## src/rtl/pipe_hazard_ctrl.sv

```systemverilog
// pipe_hazard_ctrl
// Central stall/flush sequencer for a 5-stage pipeline. It arbitrates
// memory-wait freezes, multi-cycle EXE busy, load-use bubbles and
// branch-mispredict redirects, and drives the PC and inter-stage register
// enables and flushes.
//
// Ports:
//   clk, rst                 clock, asynchronous active-high reset
//   IM_stall, DM_stall       memory access not complete (full freeze)
//   EXE_busy                 multi-cycle EXE unit still computing
//   EXE_mispredict           EXE resolved a mispredicted branch/jump
//   EXE_MemRead, EXE_rd_addr load in EXE and its destination
//   ID_rs*_addr/_used        source operands of the ID instruction
//   PC_write, *_Reg_Write    stage enables (combinational)
//   IF/ID/EXE_Flush          bubble injection (combinational)
//   stall_timeout            sticky memory-wait watchdog flag
//   mem_stall_cnt, lu_stall_cnt, flush_cnt   wrapping perf counters
module pipe_hazard_ctrl #(
    parameter int CNT_W   = 32,
    parameter int TIMEOUT = 1024,
    parameter int ADDR_W  = 5
) (
    input  logic              clk,
    input  logic              rst,
    input  logic              IM_stall,
    input  logic              DM_stall,
    input  logic              EXE_busy,
    input  logic              EXE_mispredict,
    input  logic              EXE_MemRead,
    input  logic [ADDR_W-1:0] EXE_rd_addr,
    input  logic [ADDR_W-1:0] ID_rs1_addr,
    input  logic [ADDR_W-1:0] ID_rs2_addr,
    input  logic              ID_rs1_used,
    input  logic              ID_rs2_used,
    output logic              PC_write,
    output logic              IF_ID_Reg_Write,
    output logic              IF_Flush,
    output logic              ID_EXE_Reg_Write,
    output logic              ID_Flush,
    output logic              EXE_MEM_Reg_Write,
    output logic              EXE_Flush,
    output logic              MEM_WB_Reg_Write,
    output logic              stall_timeout,
    output logic [CNT_W-1:0]  mem_stall_cnt,
    output logic [CNT_W-1:0]  lu_stall_cnt,
    output logic [CNT_W-1:0]  flush_cnt
);

    localparam int WAIT_W = $clog2(TIMEOUT + 1) + 1;
    localparam logic [WAIT_W-1:0] WAIT_LAST = WAIT_W'(TIMEOUT - 1);
    localparam logic [WAIT_W-1:0] WAIT_ONE  = WAIT_W'(1);
    localparam logic [CNT_W-1:0]  CNT_ONE   = CNT_W'(1);

    typedef enum logic {RUN, MEM_WAIT} state_t;

    state_t             state_q, state_d;
    logic               flush_pend_q, flush_pend_d;
    logic               stall_timeout_q, stall_timeout_d;
    logic [WAIT_W-1:0]  wait_cnt_q, wait_cnt_d;
    logic [CNT_W-1:0]   mem_stall_cnt_q, mem_stall_cnt_d;
    logic [CNT_W-1:0]   lu_stall_cnt_q, lu_stall_cnt_d;
    logic [CNT_W-1:0]   flush_cnt_q, flush_cnt_d;

    logic               mem_stall;
    logic               load_use;
    logic               redirect;
    logic [WAIT_W-1:0]  cur_wait;

    assign mem_stall = IM_stall | DM_stall;
    assign load_use  = EXE_MemRead && (EXE_rd_addr != '0) &&
                       ((ID_rs1_used && (ID_rs1_addr == EXE_rd_addr)) ||
                        (ID_rs2_used && (ID_rs2_addr == EXE_rd_addr)));
    assign redirect  = EXE_mispredict | flush_pend_q;

    // Consecutive stall cycles already seen; a fresh stall from RUN starts at 0.
    assign cur_wait  = (state_q == MEM_WAIT) ? wait_cnt_q : '0;

    // Stage controls, zero latency. Forced inactive while reset is held so
    // nothing in the pipeline moves during an asynchronous reset.
    always_comb begin
        PC_write          = 1'b1;
        IF_ID_Reg_Write   = 1'b1;
        IF_Flush          = 1'b0;
        ID_EXE_Reg_Write  = 1'b1;
        ID_Flush          = 1'b0;
        EXE_MEM_Reg_Write = 1'b1;
        EXE_Flush         = 1'b0;
        MEM_WB_Reg_Write  = 1'b1;
        if (rst || mem_stall) begin
            PC_write          = 1'b0;
            IF_ID_Reg_Write   = 1'b0;
            ID_EXE_Reg_Write  = 1'b0;
            EXE_MEM_Reg_Write = 1'b0;
            MEM_WB_Reg_Write  = 1'b0;
        end else if (redirect) begin
            // IF and ID hold wrong-path instructions; EXE's branch proceeds.
            IF_Flush = 1'b1;
            ID_Flush = 1'b1;
        end else if (EXE_busy) begin
            PC_write         = 1'b0;
            IF_ID_Reg_Write  = 1'b0;
            ID_EXE_Reg_Write = 1'b0;
            EXE_Flush        = 1'b1;
        end else if (load_use) begin
            PC_write        = 1'b0;
            IF_ID_Reg_Write = 1'b0;
            ID_Flush        = 1'b1;
        end
    end

    // Next-state: FSM, pending flush, watchdog and counters.
    always_comb begin
        state_d         = state_q;
        flush_pend_d    = flush_pend_q;
        stall_timeout_d = stall_timeout_q;
        wait_cnt_d      = '0;
        mem_stall_cnt_d = mem_stall_cnt_q;
        lu_stall_cnt_d  = lu_stall_cnt_q;
        flush_cnt_d     = flush_cnt_q;

        case (state_q)
            RUN:      if (mem_stall)  state_d = MEM_WAIT;
            MEM_WAIT: if (!mem_stall) state_d = RUN;
            default:  state_d = RUN;
        endcase

        if (mem_stall) begin
            mem_stall_cnt_d = mem_stall_cnt_q + CNT_ONE;
            // A mispredict seen during a freeze is remembered and applied on
            // the first non-stalled cycle.
            if (EXE_mispredict) flush_pend_d = 1'b1;
            if (cur_wait == WAIT_LAST) stall_timeout_d = 1'b1;
            // Saturate so a very long stall never wraps the run length.
            wait_cnt_d = (cur_wait == WAIT_LAST) ? cur_wait : cur_wait + WAIT_ONE;
        end else if (redirect) begin
            flush_pend_d = 1'b0;
            flush_cnt_d  = flush_cnt_q + CNT_ONE;
        end else if (!EXE_busy && load_use) begin
            lu_stall_cnt_d = lu_stall_cnt_q + CNT_ONE;
        end
    end

    always_ff @(posedge clk or posedge rst) begin
        if (rst) begin
            state_q         <= RUN;
            flush_pend_q    <= 1'b0;
            stall_timeout_q <= 1'b0;
            wait_cnt_q      <= '0;
            mem_stall_cnt_q <= '0;
            lu_stall_cnt_q  <= '0;
            flush_cnt_q     <= '0;
        end else begin
            state_q         <= state_d;
            flush_pend_q    <= flush_pend_d;
            stall_timeout_q <= stall_timeout_d;
            wait_cnt_q      <= wait_cnt_d;
            mem_stall_cnt_q <= mem_stall_cnt_d;
            lu_stall_cnt_q  <= lu_stall_cnt_d;
            flush_cnt_q     <= flush_cnt_d;
        end
    end

    assign stall_timeout = stall_timeout_q;
    assign mem_stall_cnt = mem_stall_cnt_q;
    assign lu_stall_cnt  = lu_stall_cnt_q;
    assign flush_cnt     = flush_cnt_q;

endmodule
```

## config.mk

```make
export PLATFORM = sky130hd
export DESIGN_NAME = pipe_hazard_ctrl
export DESIGN_NICKNAME = d
export VERILOG_FILES = /design/src/rtl/pipe_hazard_ctrl.sv
export SDC_FILE = /design/constraint.sdc
export NUM_CORES = 1
export LEC_CHECK = 0
export ABC_CLOCK_PERIOD_IN_PS = 12900
export BUFFER_PORTS_ARGS = -buffer_cell sky130_fd_sc_hd__buf_2
export CORE_ASPECT_RATIO = 0.7
export CORE_MARGIN = 2
export CORE_UTILIZATION = 39
export DETAILED_ROUTE_END_ITERATION = 8
export PLACE_DENSITY = 0.7
export SYNTH_ARGS = -nofsm -noshare
export SYNTH_HDL_FRONTEND = slang
export SYNTH_SLANG_ARGS = --single-unit
```

## constraint.sdc

```tcl
create_clock -name clk -period 12.9 [get_ports clk]
set_input_delay 1.935 -clock clk [delete_from_list [all_inputs] [get_ports clk]]
set_output_delay 1.935 -clock clk [all_outputs]
set_load 0.05 [all_outputs]
```

-- Yosys cells after proc, flatten, opt, wreduce, memory -nomap -nowiden
Index checks and enable logic that the tools add are counted.
- bits in registers: 111
- input bits: 24
- word-level logic and storage cells: 57
- $add $sub $neg: 4
- equal/unequal tests: 4
- multiplexer cells: 24
- bitwise logic cells: 4
- reduce and logical (&&, ||, !) cells: 14
- operators by type and width (cell ; number):
    32-bit by 1-bit adder with 32-bit output (second input constant) ; 3
    12-bit 2-to-1 mux ; 3
    1-bit 2-to-1 mux ; 21
    12-bit by 1-bit adder with 12-bit output (second input constant) ; 1
    12-bit by 10-bit equality test with 1-bit output (second input constant) ; 1
    5-bit equality test ; 2
    2-bit AND reduction ; 3
    1-bit logical AND ; 5
    5-bit nonzero test ; 1
    3-bit AND reduction ; 1
    1-bit logical OR ; 2
    2-bit inequality test (second input constant) ; 1
    1-bit NOT ; 2
    1-bit OR ; 2
    2-bit nonzero test ; 1
    1-bit zero test ; 1

-- Logic depth before layout (Yosys ltp)
- depth in word-level cells: 8
- depth in mapped cells: 9
- depth with buffers taken out: 7

-- Worst setup path before layout
Ideal clock, no wire load.
- path type: input-to-output
- start: input port rst
- end: output port PC_write
- arrival: 6.491 ns
- required time: 10.965 ns
- setup slack: 4.474 ns
- cell stages on the path: 5
- cells stage by stage: inv_1 -> nand2_1 -> a21oi_1 -> and2_1 -> buf_4
- word-level cells in the longest chain between the ends: 2
- RTL lines (what ; line ; RTL):
    start: declaration ; 24 ; input logic rst,
    1-bit logical OR ; 89 ; if (rst || mem_stall) begin
    1-bit 2-to-1 mux ; -- ;
    end: declaration ; 35 ; output logic PC_write,
Every way passes these cells.

-- Worst setup path after layout
- start: input port EXE_rd_addr[1]
- end: output port PC_write
- word-level cells in the longest chain between the ends: 8
- RTL lines (what ; line ; RTL):
    start: declaration ; 30 ; input logic [ADDR_W-1:0] EXE_rd_addr,
    5-bit equality test (on tied branches) ; 71, 72 ;
    1-bit logical AND (on tied branches) ; 71, 72 ;
    1-bit logical OR ; 71 ; ((ID_rs1_used && (ID_rs1_addr == EXE_rd_addr)) ||
    1-bit logical AND (*) ; 70 ; assign load_use = EXE_MemRead && (EXE_rd_addr != '0) &&
    1-bit 2-to-1 mux (*) ; 104 ; end else if (load_use) begin
    1-bit 2-to-1 mux (*) ; 99 ; end else if (EXE_busy) begin
    1-bit 2-to-1 mux (*) ; 95 ; end else if (redirect) begin
    1-bit 2-to-1 mux (*) ; 89 ;
Mark *: on every way between the ends. The rest lies on a longest branch, timed or not.

==> metrics.txt <==
endpoint class of the critical path primary output; Critical Path RT 10970 ps; number of global-route vias before repair 3878; I/O pins 129; DR iter-0 viols 177; CTS H-tree lvls 3; hold buffers post-CTS 0; Synth top area share 52.0%; Final ANT Viol Nets 0; syn nets 534; Port Buf Inserts 128; Die Ht 102 µm; worst rel slew slack 29.7%; core footprint 13300 µm²; total vias in the final route 4200; final wirelength 11.8 mm; sequential share of the synthesized area 52.0%; die area 14700 µm²; Fmax achieved 190 MHz; critical-path cell with the highest stage delay or4_1; Largest stage delay, worst path 540 ps; Die X 144 µm; Setup Skew 9.24 ps; first-pass GRT wire length 19.3 mm; RSZ-0062 raised after global routing false; worst vdd ir 79.4 µV; Clock Latency Late Sink 350 ps; cell with the most instances after synthesis dfrtp_1; diode count 0; Final Instance Count excl. Fillers 825; Synth top cells by count dfrtp_1 (111), xnor2_1 (59), nand2_1 (55), xor2_1 (52), nand3_1 (35); clock root cell clkbuf_16; Rows 35; layout cell share with drive strength beyond 1 26.4%; gpl congestion 0.852; Final nets 663; drt pass-1 iters 4; Initial Utilization 40.3%; kind of critical path input pin to primary output; Bufs and invs on worst path 2; global route total overflow 0; Max Buffers Root-to-Sink 2; #FFs+latches synth 111; hold crit path type flop to flop; largest area contributor in the netlist dfrtp_1; hpwl dp 8.71 mm; P_leak 3.29 nW; Post-Syn Area 5350 µm²; CP delay by family, top simple AND/OR/NAND/NOR gates; number of flops mapped to enable cells by yosys 0; Yosys Warn Count 0; drt drc 0; crit-path max FO 4; TritonCTS Buffers 9; TritonCTS clock tree yes; WL/cell 14.4 µm; setup tns final 0 ps; largest net degree at the start of global routing 80; Setup crit start kind input pin; period utilisation layout 40.9%; Final setup viols 0; CTS sink cnt 111; top post-synthesis cells by area dfrtp_1 (52%), xnor2_1 (9.7%), xor2_1 (8.5%); crit path time final 5270 ps; Pins Over Slew Limit 0; worst slew pin tran 1050 ps; crit-path cells buf_2 -> or4_1 -> o21a_1 -> nand3_1 -> and2_1 -> buf_2; antenna violations before repair 0; # Post-CTS Setup Buffers 0; post-cts sizing count 0; Cell Pwr Density 129 nW/µm²; Max Cap Viol 0; CP most frequent cell buf_2; Syn Area/Cell 10.6 µm²; cells after synthesis 506; number of distinct library cells after synthesis 49; Synth async-reset ratio 100%; placed insts 809; Vias/cell 5.09; Area growth syn-to-layout 21.2%; Primary FF master, synth dfrtp_1; Total Routing Usage GR 16.6%; outcome completed; CP arrival 3340 ps; Final Hold Viols 0; Worst-path clk slew 70 ps
-- kinds of logic (layout without fill, tap and decap cells) --
family          after synthesis  count (layout)  synth area share, %
compound gates               21              21                 2.67
xor+xnor                    111             111                 18.2
fa+ha+maj                     4               4                0.936
buf+inv                      26             160                 2.15
flops                       111             111                 52.0
mux                           2               2                0.421
simple gates                231             231                 23.7
-- worst register-to-register path: stages, from the launching register on --
cell     delay, ps
dfrtp_1        570
and2_1         240
ha_1           240
nand3_1        140
nor4_2         720
and2_1         360
xnor2_1         90
and2_1         150
-- final timing paths --
check                          startpoint                 to  slack (ps)  cells after the start
max in group asynchronous             rst    lu_stall_cnt[0]        9980                      3
setup reg to reg                  state_q      wait_cnt_q[0]       10300                      7
hold reg to reg             stall_timeout      stall_timeout         450                      1
setup / recovery           EXE_rd_addr[1]           PC_write        7630                      6
min in group asynchronous             rst  mem_stall_cnt[26]        1590                      2
hold / removal              stall_timeout      stall_timeout         450                      1
-- stage by stage --
stage	setup WS [ps]	util [%]	hold WS, ps	instance area, µm²	power, mW
2_1_floorplan	4470	-	510	5350	0.514
3_3_place_gp	7660	46.6	442	6180	0.553
3_5_place_dp	7630	46.6	443	6180	0.559
4_1_cts	7630	48.9	461	6480	0.847
5_1_grt	7570	48.9	487	6480	0.872
6_report	7630	48.9	455	6480	0.836
-- registers in the layout (all words and copies together) (netlist names) --
signal	flops
stall_timeout	1
flush_cnt	32
state_q	1
flush_pend_q	1
mem_stall_cnt	32
lu_stall_cnt	32
wait_cnt_q	12
-- where the power goes --
group	switching, mW	internal (mW)
sequential	0.0296	0.369
combinational	0.112	0.0407
clock	0.130	0.154
-- area by class of cell --
| class | count | area [µm²] |
|---|---|---|
| repair buffers | 131 | 663 |
| clock inverters | 6 | 76.3 |
| multi-input cells | 369 | 2450 |
| clock buffers | 10 | 229 |
| inverters | 13 | 51.3 |
| fillers | 1224 | 6790 |
| well taps | 185 | 231 |
| flip-flops and latches | 111 | 2780 |
-- metal layers --
layer	track usage [%]	up-vias	wire, µm	part of all wire, %
met4	4.83	0	146	1.2
met2	26.5	103	5620	47
met5	0	-	0	0
li1	-	2010	-	-
met1	23.0	2075	5540	47
met3	3.51	12	538	4.5
-- cells in the final DEF (no fill, tap or decap), types with 7 or more instances in the layout --
cell / synthesis / routed
clkbuf_16: 0 / 9
nor2_1: 31 / 31
inv_1: 12 / 11
nand3_1: 35 / 35
nor4_1: 12 / 12
a21oi_1: 9 / 9
nand2_1: 55 / 55
nor3_1: 18 / 18
nand4_1: 24 / 24
xor2_1: 52 / 52
xnor2_1: 59 / 59
and4_1: 7 / 7
dfrtp_1: 111 / 111
buf_2: 2 / 128
and3_1: 12 / 12
Note: power is estimated with default switching activity, not from simulation.
